$ cat config.mk
export PLATFORM = sky130hd
export DESIGN_NAME = rgmii_tx_frame
export DESIGN_NICKNAME = d
export VERILOG_FILES = /design/src/rtl/rgmii_tx_frame.sv
export SDC_FILE = /design/constraint.sdc
export NUM_CORES = 1
export LEC_CHECK = 0
export ABC_AREA = 0
export CORE_UTILIZATION = 50
export CTS_CLUSTER_DIAMETER = 100
export DETAILED_ROUTE_END_ITERATION = 12
export DONT_BUFFER_PORTS = 1
export SLEW_MARGIN = 20
export SYNTH_ARGS = -nofsm -noshare
export SYNTH_HDL_FRONTEND = slang
export SYNTH_SLANG_ARGS = --single-unit
$ cat constraint.sdc
create_clock -name clk -period 7.1 [get_ports clk]
set_input_delay 1.065 -clock clk [delete_from_list [all_inputs] [get_ports clk]]
set_output_delay 1.065 -clock clk [all_outputs]
set_load 0.05 [all_outputs]
$ cat src/rtl/rgmii_tx_frame.sv
// rgmii_tx_frame: sends header, divider byte and buffered payload as DDR nibbles with a trailing idle gap
module rgmii_tx_frame #(
   parameter int HDR_LEN = 24,
   parameter logic [7:0] PRE_BYTE = 8'h55,
   parameter logic [7:0] SFD_BYTE = 8'hD5,
   parameter int IFG_BYTES = 12,
   parameter int AW = 13
) (
   input  logic clk,
   input  logic rst,
   input  logic start,
   input  logic [AW-1:0] len,
   input  logic [7:0] div,
   output logic [AW-1:0] rd_addr,
   input  logic [7:0] rd_data,
   output logic busy,
   output logic done,
   output logic txclk,
   output logic txctl,
   output logic [3:0] txd
);
   typedef enum logic [2:0] {IDLE, HDR, DIV, DATA, GAP} state_t;
   localparam logic [AW-1:0] HDR_LAST = AW'(HDR_LEN - 1);
   localparam logic [AW-1:0] IFG_LAST = AW'(IFG_BYTES - 1);
   localparam logic [7:0] FIRST_BYTE = (HDR_LEN == 1) ? SFD_BYTE : PRE_BYTE;
   state_t state, state_n;
   logic [AW-1:0] cnt, cnt_n, len_q, rd_addr_n;
   logic [7:0] div_q, cur, cur_n;
   logic busy_n, done_n, txctl_n;
   logic [3:0] txd_n;
   always_comb begin
      state_n = state;
      cnt_n = cnt;
      cur_n = cur;
      txctl_n = txctl;
      txd_n = txd;
      rd_addr_n = rd_addr;
      done_n = 1'b0;
      busy_n = busy | start;
      if (txclk) begin
         // txclk falling: pick the next byte, drive its high nibble and frame valid
         cur_n = '0;
         case (state)
            IDLE: if (busy) begin
               state_n = HDR;
               cnt_n = '0;
               cur_n = FIRST_BYTE;
            end
            HDR: if (cnt == HDR_LAST) begin
               state_n = DIV;
               cur_n = div_q;
            end else begin
               cnt_n = cnt + 1'b1;
               cur_n = (cnt + 1'b1 == HDR_LAST) ? SFD_BYTE : PRE_BYTE;
            end
            DIV: begin
               cnt_n = '0;
               state_n = (len_q == '0) ? GAP : DATA;
               cur_n = (len_q == '0) ? 8'h00 : rd_data;
            end
            DATA: if (cnt == len_q - 1'b1) begin
               state_n = GAP;
               cnt_n = '0;
            end else begin
               cnt_n = cnt + 1'b1;
               cur_n = rd_data;
            end
            GAP: if (cnt == IFG_LAST) begin
               state_n = IDLE;
               done_n = 1'b1;
               busy_n = 1'b0;
            end else cnt_n = cnt + 1'b1;
            default: state_n = IDLE;
         endcase
         txctl_n = state_n inside {HDR, DIV, DATA};
         txd_n = cur_n[7:4];
      end else begin
         // txclk rising: low nibble, and prefetch the next payload byte
         txd_n = cur[3:0];
         rd_addr_n = (state == DIV && len_q != '0) ? '0 :
                     (state == DATA && cnt != len_q - 1'b1) ? cnt + 1'b1 : rd_addr;
      end
   end
   always_ff @(posedge clk) begin
      if (rst) begin
         state <= IDLE;
         cnt <= '0;
         cur <= '0;
         len_q <= '0;
         div_q <= '0;
         txclk <= 1'b0;
         txctl <= 1'b0;
         txd <= '0;
         rd_addr <= '0;
         busy <= 1'b0;
         done <= 1'b0;
      end else begin
         state <= state_n;
         cnt <= cnt_n;
         cur <= cur_n;
         txclk <= ~txclk;
         txctl <= txctl_n;
         txd <= txd_n;
         rd_addr <= rd_addr_n;
         busy <= busy_n;
         done <= done_n;
         if (start && !busy) begin
            len_q <= len;
            div_q <= div;
         end
      end
   end
endmodule

==> metrics, run 1 <==
final setup TNS=0 ps; register area=1240 um^2; WS Path Type=reg2reg; status=complete, no violations; final setup violating endpoints=0; syn nets=438; layout cells sized above 1=0.0615; Yosys top cell area share=0.384; CTS Buf Count=9; Pleak=1.20 nW; initial core utilization=0.533; PwrDens=230 nW/um^2; async set-reset flop share out of synthesis=0; Final Hold Violating Endpoints=0; die width=82.4 um; Worst-Skew Late Latency=340 ps; Gate Count Post-Synth=403; area occupied by multi-input gates=1820 um^2; H-tree depth=3; Post-Layout Inst Area=3410 um^2; total track usage=0.251; vias=2,801; row cnt=28; vias in the first global route=2,501; Via density=6.02; Die Y=82.4 um; Synth cell types=59; root buffer cell=clkbuf_8; setup slack at placement=3830 ps; Post-route DRC=0; initial antenna violation count=0; largest cells by area after synthesis=dfxtp_1 (38%), nand2_1 (7.7%), a21oi_1 (6.5%); Synth Register Bits=62; Synth Flop Type=dfxtp_1; clock skew=9.75 ps; Layout area overhead=5.50%; Post-CTS Resized=0; sequential cell area fraction in the yosys report=0.384; Longest Clk Path Bufs=2; Warnings, synthesis=0; Post-DRT Antenna Nets=0; CTS tree=yes; CTS Sinks=62; maximum clock frequency=0.299 GHz; Final min period=3340 ps; Max VDD drop=0.000165 V; DIE AREA=6790 um^2; commonest non-fill, non-tap cells in the layout=nand2_1 (66), dfxtp_1 (62), a21oi_1 (42); most common cell after layout, fill and taps aside=nand2_1; Setup crit start kind=flip-flop; first-pass GRT wire length=12.6 mm; Worst Path Max Fanout=13; nets=420; Critical Path End Type=flip-flop; First DRT Iteration DRCs=164; final worst setup slack=3760 ps; GP Congestion=0.858; Hold Path Class=reg2reg; Post-DP Area=3200 um^2; port bufs=0; Arrival @ worst endpoint=3600 ps; wire per inst=16.6 um; clk slew on worst S/H paths=70 ps; crit share post-route=0.470; RSZ-0062 raised after global routing=false; cell taking the most area after synthesis=dfxtp_1; dpl hpwl=5.63 mm; first drt pass iteration count=4; total gr overflow=0; Slew HR=0.409; fin. max-slew vios=0; Worst Tran Pin Value=885 ps; largest net degree at the start of global routing=31; cts hold-fix bufs=0; Core Region=6060 um^2; Post-CTS Setup Inserts=0; EDFF count, synth=0; Required @ worst endpoint=7360 ps; fill count=562; max-cap violation count=0; syn avg cell area=8.02 um^2; Post-Route WL=7.71 mm; diodes inserted=0; IO Pins=53; Synth Cell Area=3230 um^2
## Yosys cell counts (all sizes together) (2+ instances only)
cell     count
xor2         9
a211oi       3
a21oi       42
a32oi        3
nor4        10
nand3       17
or4          6
ha           3
nor2b        7
buf         13
xnor2       12
a31oi        2
nor2        16
o2bb2ai     13
inv         10
and2         5
clkbuf      17
nand2b       9
and3         5
nand4        8
nand2       66
nor3         4
o211ai       2
or4b         2
o21ai       20
or2          2
a21o         7
o311ai       2
or3          7
dfxtp       62
## sequential cells by signal, indices dropped and copies added (netlist names)
name     flops
busy         1
cur          4
txd          4
txctl        1
done         1
state        3
len_q       13
rd_addr     13
div_q        8
txclk        1
cnt         13
## final timing paths
| path | slack (ps) | from | cells after the start | endpoint |
|---|---|---|---|---|
| max reg2reg | 3760 | len_q[0] | 9 | rd_addr[2] |
| min | 450 | div_q[6] | 2 | div_q[6] |
| max | 3760 | len_q[0] | 9 | rd_addr[2] |
| min reg2reg | 450 | div_q[6] | 2 | div_q[6] |
## critical path, stage by stage, from the launching register on
cell and delay (ps):
dfxtp_1 350, inv_1 90, ha_1 180, or3b_2 480
nor4_1 260, nor3_1 120, nor4_1 280, nand4_1 510
a31oi_2 820, o2bb2ai_1 180
## routing by layer
| metal | track usage | vias up | wire length (um) |
|---|---|---|---|
| li1 | - | 1403 | - |
| met3 | 0.0725 | 9 | 429 |
| met4 | 0.0789 | 0 | 125 |
| met2 | 0.379 | 82 | 3480 |
| met5 | 0 | - | 0 |
| met1 | 0.342 | 1307 | 3670 |
## cell type report
class	instances	share of cell area
inverter	10	0.0110
timing repair buffer	1	0.00220
multi-input combinational	301	0.533
clock inverter	6	0.0253
tap	75	0.0275
sequential	62	0.364
clock buffer	10	0.0374
## metrics by stage
step,instances,utilization,total power [mW],hold slack [ps]
detailed placement,449,0.527,0.455,448
floorplan,403,-,0.443,437
global route,465,0.563,0.817,482
CTS,465,0.563,0.791,458
global placement,449,0.527,0.454,445
finish,465,0.563,0.783,454
## cells by family (layout without fill, tap and decap cells)
| family | after synthesis | count (layout) | synth area share |
|---|---|---|---|
| compound gates | 106 | 106 | 0.212 |
| xor+xnor | 22 | 22 | 0.0639 |
| fa+ha+maj | 3 | 3 | 0.0116 |
| buf+inv | 40 | 27 | 0.0542 |
| flops | 62 | 62 | 0.384 |
| simple gates | 170 | 170 | 0.274 |
## report_power, final
part           leakage (nW)  switching, mW  internal [mW]  total, mW
sequential            0.504         0.0188          0.357      0.376
clock                 0.106          0.139          0.197      0.336
combinational         0.593         0.0416         0.0293     0.0710
total                  1.20          0.199          0.584      0.783
(Power assumes the default switching activity.)
==> run 2, diff against run 1 <==
- PLACE_DENSITY: not set -> 0.68
- clock period: 7.1 -> 3 ns (I/O delays scaled with it)
==> run 2 against run 1 <==
  * Fmax is 19% higher
  * Sequential power is 130% higher
  * Register-to-register slack worse by 3600 ps
  * Die area stayed put
  * Sequential share of layout area is 0.68 points lower
  * Global-route usage is 1.1 points lower
  * Core utilization is 1.1 points higher
  * Critical endpoint is now cnt[3]
  * Wire length is 1.2% lower
  * Largest cell class unchanged
  * Worst setup slack worse by 3600 ps
  * Cell count is 2.2% higher
  * Sequential cell count stayed put
==> metrics, run 2 (synthesis results as in run 1) <==
row cnt=28; Final Hold Violating Endpoints=0; Hold Path Class=in2reg; clk slew on worst S/H paths=70 ps; R2R setup slack=200 ps; First DRT Iteration DRCs=200; Longest Clk Path Bufs=2; fill count=570; CTS tree=yes; clock skew=9.49 ps; maximum clock frequency=0.357 GHz; CTS Sinks=62; Layout area overhead=7.51%; CP max-delay cell=or4b_2; Overall Power=1.78 mW; worst-path cell chain=ha_2 > inv_1 > or4b_2 > o311ai_0 > or3_4 > and2_1 > buf_4 > nand2_1 > o211ai_2; DIE AREA=6790 um^2; Die Y=82.4 um; largest net degree at the start of global routing=31; Post-Route WL=7.62 mm; PwrDens=513 nW/um^2; Final min period=2800 ps; first-pass GRT wire length=12.2 mm; status=complete, no violations; final setup TNS=0 ps; final setup violating endpoints=0; Core Region=6060 um^2; Worst Path Max Fanout=7; biggest regs=cnt x13, len_q x13, rd_addr x13; H-tree depth=3; max-cap violation count=0; crit share post-route=0.935; Slew HR=0.467; fin. max-slew vios=0; Worst-Skew Late Latency=340 ps; die width=82.4 um; Crit path max-delay family=simple AND/OR/NAND/NOR gates; WS Path Type=reg2reg; Post-DRT Antenna Nets=0; Critical Path End Type=flip-flop; wire per inst=16.0 um; total track usage=0.239; Pleak=1.24 nW; vias in the first global route=2,609; GP Congestion=0.859; first drt pass iteration count=4; IO Pins=53; most common cell after layout, fill and taps aside=nand2_1; commonest non-fill, non-tap cells in the layout=nand2_1 (66), dfxtp_1 (62), a21oi_1 (42); dpl hpwl=5.55 mm; initial antenna violation count=0; Required @ worst endpoint=3270 ps; Via density=5.97; total gr overflow=0; CTS Buf Count=9; Setup crit start kind=flip-flop; port bufs=0; RSZ-0062 raised after global routing=false; Post-route DRC=0; Max VDD drop=0.000443 V; layout cells sized above 1=0.0900; root buffer cell=clkbuf_8; Bufs and invs on worst path=2; diodes inserted=0; cts hold-fix bufs=0; nets=431; Arrival @ worst endpoint=3080 ps; CP peak stage delay=650 ps; Worst Tran Pin Value=799 ps; initial core utilization=0.533; vias=2,835
==> run 2: cell types whose count changed in the layout (fill, tap and decap cells not counted), sizes merged <==
cell and change:
buf +11, clkbuf +1, clkinv -1, bufinv -1
==> run 2: final timing paths <==
check / endpoint / cells after the start / from
worst max-delay path: cnt[3] / 9 / cnt[0]
worst min-delay path: done / 1 / rst
worst max register to register: cnt[3] / 9 / cnt[0]
worst min register to register: div_q[0] / 2 / div_q[0]
==> run 2: metrics by stage <==
stage	cells	setup WS [ps]	area [um^2]	hold slack, ps	util
2_1_floorplan	403	508	3230	437	-
3_3_place_gp	460	154	3280	442	0.541
3_5_place_dp	460	131	3280	445	0.541
4_1_cts	475	105	3470	161	0.572
5_1_grt	475	50.8	3480	165	0.573
6_report	475	196	3480	167	0.573
==> run 2: per-layer routing <==
metal / vias up / global-route usage / wire length (um)
li1: 1427 / - / -
met1: 1343 / 0.310 / 3560
met2: 57 / 0.388 / 3620
met3: 8 / 0.0637 / 350
met4: 0 / 0.0702 / 89
met5: - / 0 / 0
==> run 2: area by class of cell <==
| cell class | instances | area (um^2) | share of cell area |
|---|---|---|---|
| Multi-Input combinational cell | 301 | 1820 | 0.525 |
| Clock buffer | 11 | 141 | 0.0407 |
| Tap cell | 75 | 93.8 | 0.0270 |
| Timing Repair Buffer | 12 | 90.1 | 0.0259 |
| Clock inverter | 4 | 47.5 | 0.0137 |
| Inverter | 10 | 37.5 | 0.0108 |
| Sequential cell | 62 | 1240 | 0.357 |
==> run 2: worst reg2reg max path, stage by stage, from the launching register on <==
cell and delay (ps):
dfxtp_1 490, ha_2 320, inv_1 70, or4b_2 650, o311ai_0 340, or3_4 240, and2_1 280, buf_4 210
nand2_1 70, o211ai_2 70
==> run 2: power by group <==
part	internal [mW]	switching, mW
clock	0.399	0.316
combinational	0.0756	0.113
sequential	0.846	0.0339
==> run 2: repair_timing <==
| action | in CTS | in global routing |
|---|---|---|
| gates resized for setup | 0 | 2 |
| setup buffers | 0 | 0 |
| setup endpoints to repair | 0 | 7 |
==> variant, RTL diff (flow settings as in run 2) <==
`rd_addr` no longer has a reset.
--- a/src/rtl/rgmii_tx_frame.sv
+++ b/src/rtl/rgmii_tx_frame.sv
@@ -93,3 +93,2 @@
          txd <= '0;
-         rd_addr <= '0;
          busy <= 1'b0;
@@ -103,3 +102,2 @@
          txd <= txd_n;
-         rd_addr <= rd_addr_n;
          busy <= busy_n;
@@ -112,2 +110,6 @@
    end
+
+   always_ff @(posedge clk) begin
+      rd_addr <= rd_addr_n;
+   end
 endmodule
Function: no difference found for any inputs over 10 cycles, from zero or initial values and one cycle with rst high; that may be too few to reach the edited logic, so the function may still have changed.
==> variant against run 2 <==
Design area up 9.4%; sequential cell count stayed put; power increased by 4.1%; clock power down 2%; die area is 4.2% higher; critical path depth did not move; global-route usage down 0.37 points; synthesized cell count grew 1.2%; routed wire length increased by 4.6%; synthesized area up 4.3%; setup slack lost 0.026 ns; largest power group unchanged.
==> variant: results (changes against run 2) <==
- Status: complete, no violations (unchanged)
- Antenna viol nets, final: 0 (unchanged)
- Leakage power: 1.33 nW (was 1.24 nW)
- Post-Place Setup Slack: 0.0220 ns (was 0.131 ns)
- Compound-Gate Fraction of Synth Area: 17.5% (was 21.2%)
- Worst-margin pin slew: 0.754 ns (was 0.799 ns)
- HP Class: input pin to flop (unchanged)
- Worst R2R Setup Slack: 0.17 ns (was 0.20 ns)
- N_diodes: 0 (unchanged)
- Total track usage: 23.6% (was 23.9%)
- Mapped Cells: 408 (was 403)
- Part of the cycle the worst path needs: 94.3% (was 93.5%)
- Worst-Skew Late Latency: 0.35 ns
- WL/cell: 15.8 µm (was 16.0 µm)
- Top post-synthesis cells by area: dfxtp_1 (29%), edfxtp_1 (12%), nand2_1 (7.7%), xnor2_1 (6.0%), a21oi_1 (4.3%) (was dfxtp_1 (38%), nand2_1 (7.7%), a21oi_1 (6.5%), o2bb2ai_1 (3.5%), xnor2_1 (3.3%))
- Clk_skew: 0.00990 ns (was 0.00949 ns)
- Post-Place Cells: 488 (was 460)
- Number of global-route vias before repair: 2770 (was 2609)
- Hold Path Depth: 1 (unchanged)
- YS warnings: 0 (unchanged)
- Num CTS Buffers: 9 (unchanged)
- Synthesized Nets: 443 (was 438)
- Pin count of the biggest net entering global routing: 33 (was 31)
- # fillers: 547 (was 570)
- Clock input transition at the sequential cells of the worst setup and hold paths: 0.08 ns
- # H-tree levels: 3 (unchanged)
- Max VDD drop: 0.421 mV (was 0.443 mV)
- Largest registers: cnt x13, len_q x13, rd_addr x13 (unchanged)
- Asr flop ratio synth: 0% (unchanged)
- Post-synthesis mux area share: 0.297% (was 0%)
- Critical Path End: state[1] (was cnt[3])
- Hold Path Origin: rst (unchanged)
- GPL Wtd Cong: 0.935 (was 0.859)
- CTS root buf: clkbuf_8 (unchanged)
- Share of layout cells above drive strength 1: 13.3% (was 9.00%)
- XOR/XNOR Fraction of Synth Area: 8.05% (was 6.39%)
- Synth cell types: 51 (was 59)
- First-pass GRT wire length: 13.1 mm (was 12.2 mm)
- Fin nets: 458 (was 431)
- Buffer depth of the longest clock path: 2 (unchanged)
- Ys flop type: dfxtp_1 (unchanged)
- Worst R2R Path Depth: 9 (unchanged)
- Crit path max fanout: 11 (was 7)
- Fin cells: 505 (was 475)
- Synth Area in Adders: 1.11% (was 1.16%)
- Grt total ovfl: 0 (unchanged)
- Worst Hold End: div_q[0] (was done)
- Vias per inst: 6.00 (was 5.97)
- Initial antenna violation count: 0 (unchanged)
- Number of synthesized flops with an enable pin: 13 (was 0)
- First-pass DRT Iterations: 5 (was 4)
- DRT iter0 DRCs: 228 (was 200)
- Sequential share of the synthesized area: 40.7% (was 38.4%)
- Port-buffer cells: 0 (unchanged)
- Crit path from: len_q[2] (was cnt[0])
- Synth cell count leaders: nand2_1 (69), dfxtp_1 (49), a21oi_1 (29), nor2_1 (26), xnor2_1 (23) (was nand2_1 (66), dfxtp_1 (62), a21oi_1 (42), clkbuf_1 (17), nand3_1 (17))
- Post-DP HPWL: 5.83 mm (was 5.55 mm)
==> variant: changes by cell type after synthesis, sizes merged, moves of 7 or more <==
| cell | change |
|---|---|
| a21o | -7 |
| a21oi | -13 |
| buf | -9 |
| dfxtp | -13 |
| edfxtp | +13 |
| nand3 | -7 |
| nor2 | +10 |
| nor3 | +16 |
| o22ai | +9 |
| o2bb2ai | -13 |
| xnor2 | +11 |
==> variant: area by class of cell <==
type                    instances  area share (%)
flip-flops and latches         62            36.1
multi-input cells             310            49.3
repair buffers                 30            6.02
clock inverters                 6            1.18
clock buffers                  10            3.92
inverters                      10           0.987
well taps                      77            2.53
==> variant: where the power goes <==
part	switching (mW)	total (mW)	internal, mW
clock	0.347	0.697	0.350
combinational	0.142	0.253	0.110
sequential	0.0331	0.905	0.872
==> variant: layer usage <==
layer / track usage [%] / vias up / share of wire [%]
li1: - / 1491 / -
met1: 30.5 / 1393 / 47
met2: 36.4 / 124 / 44
met3: 5.74 / 22 / 6.9
met4: 12.5 / 0 / 2.5
met5: 0 / - / 0
==> variant: metrics by stage <==
step	hold slack (ns)	area, µm²
global placement	0.443	3580
global route	0.147	3800
finish	0.171	3800
detailed placement	0.446	3580
CTS	0.146	3780
floorplan	0.437	3370
==> variant: critical path, cell delays in order (launching register included) <==
cell       delay (ns)
dfxtp_1          0.34
buf_4            0.15
or4_4            0.47
or3_4            0.35
a2111oi_4        0.35
nand4_1          0.20
nor4b_4          0.30
a2111o_1         0.29
buf_6            0.18
o21ai_0          0.09
==> variant: timing repair <==
action | in CTS | in global routing
resized for setup | 1 | 2
setup endpoints to repair | 11 | 26
buffers inserted | 0 | 1
pin swaps | 0 | 5
cloned | 0 | 0
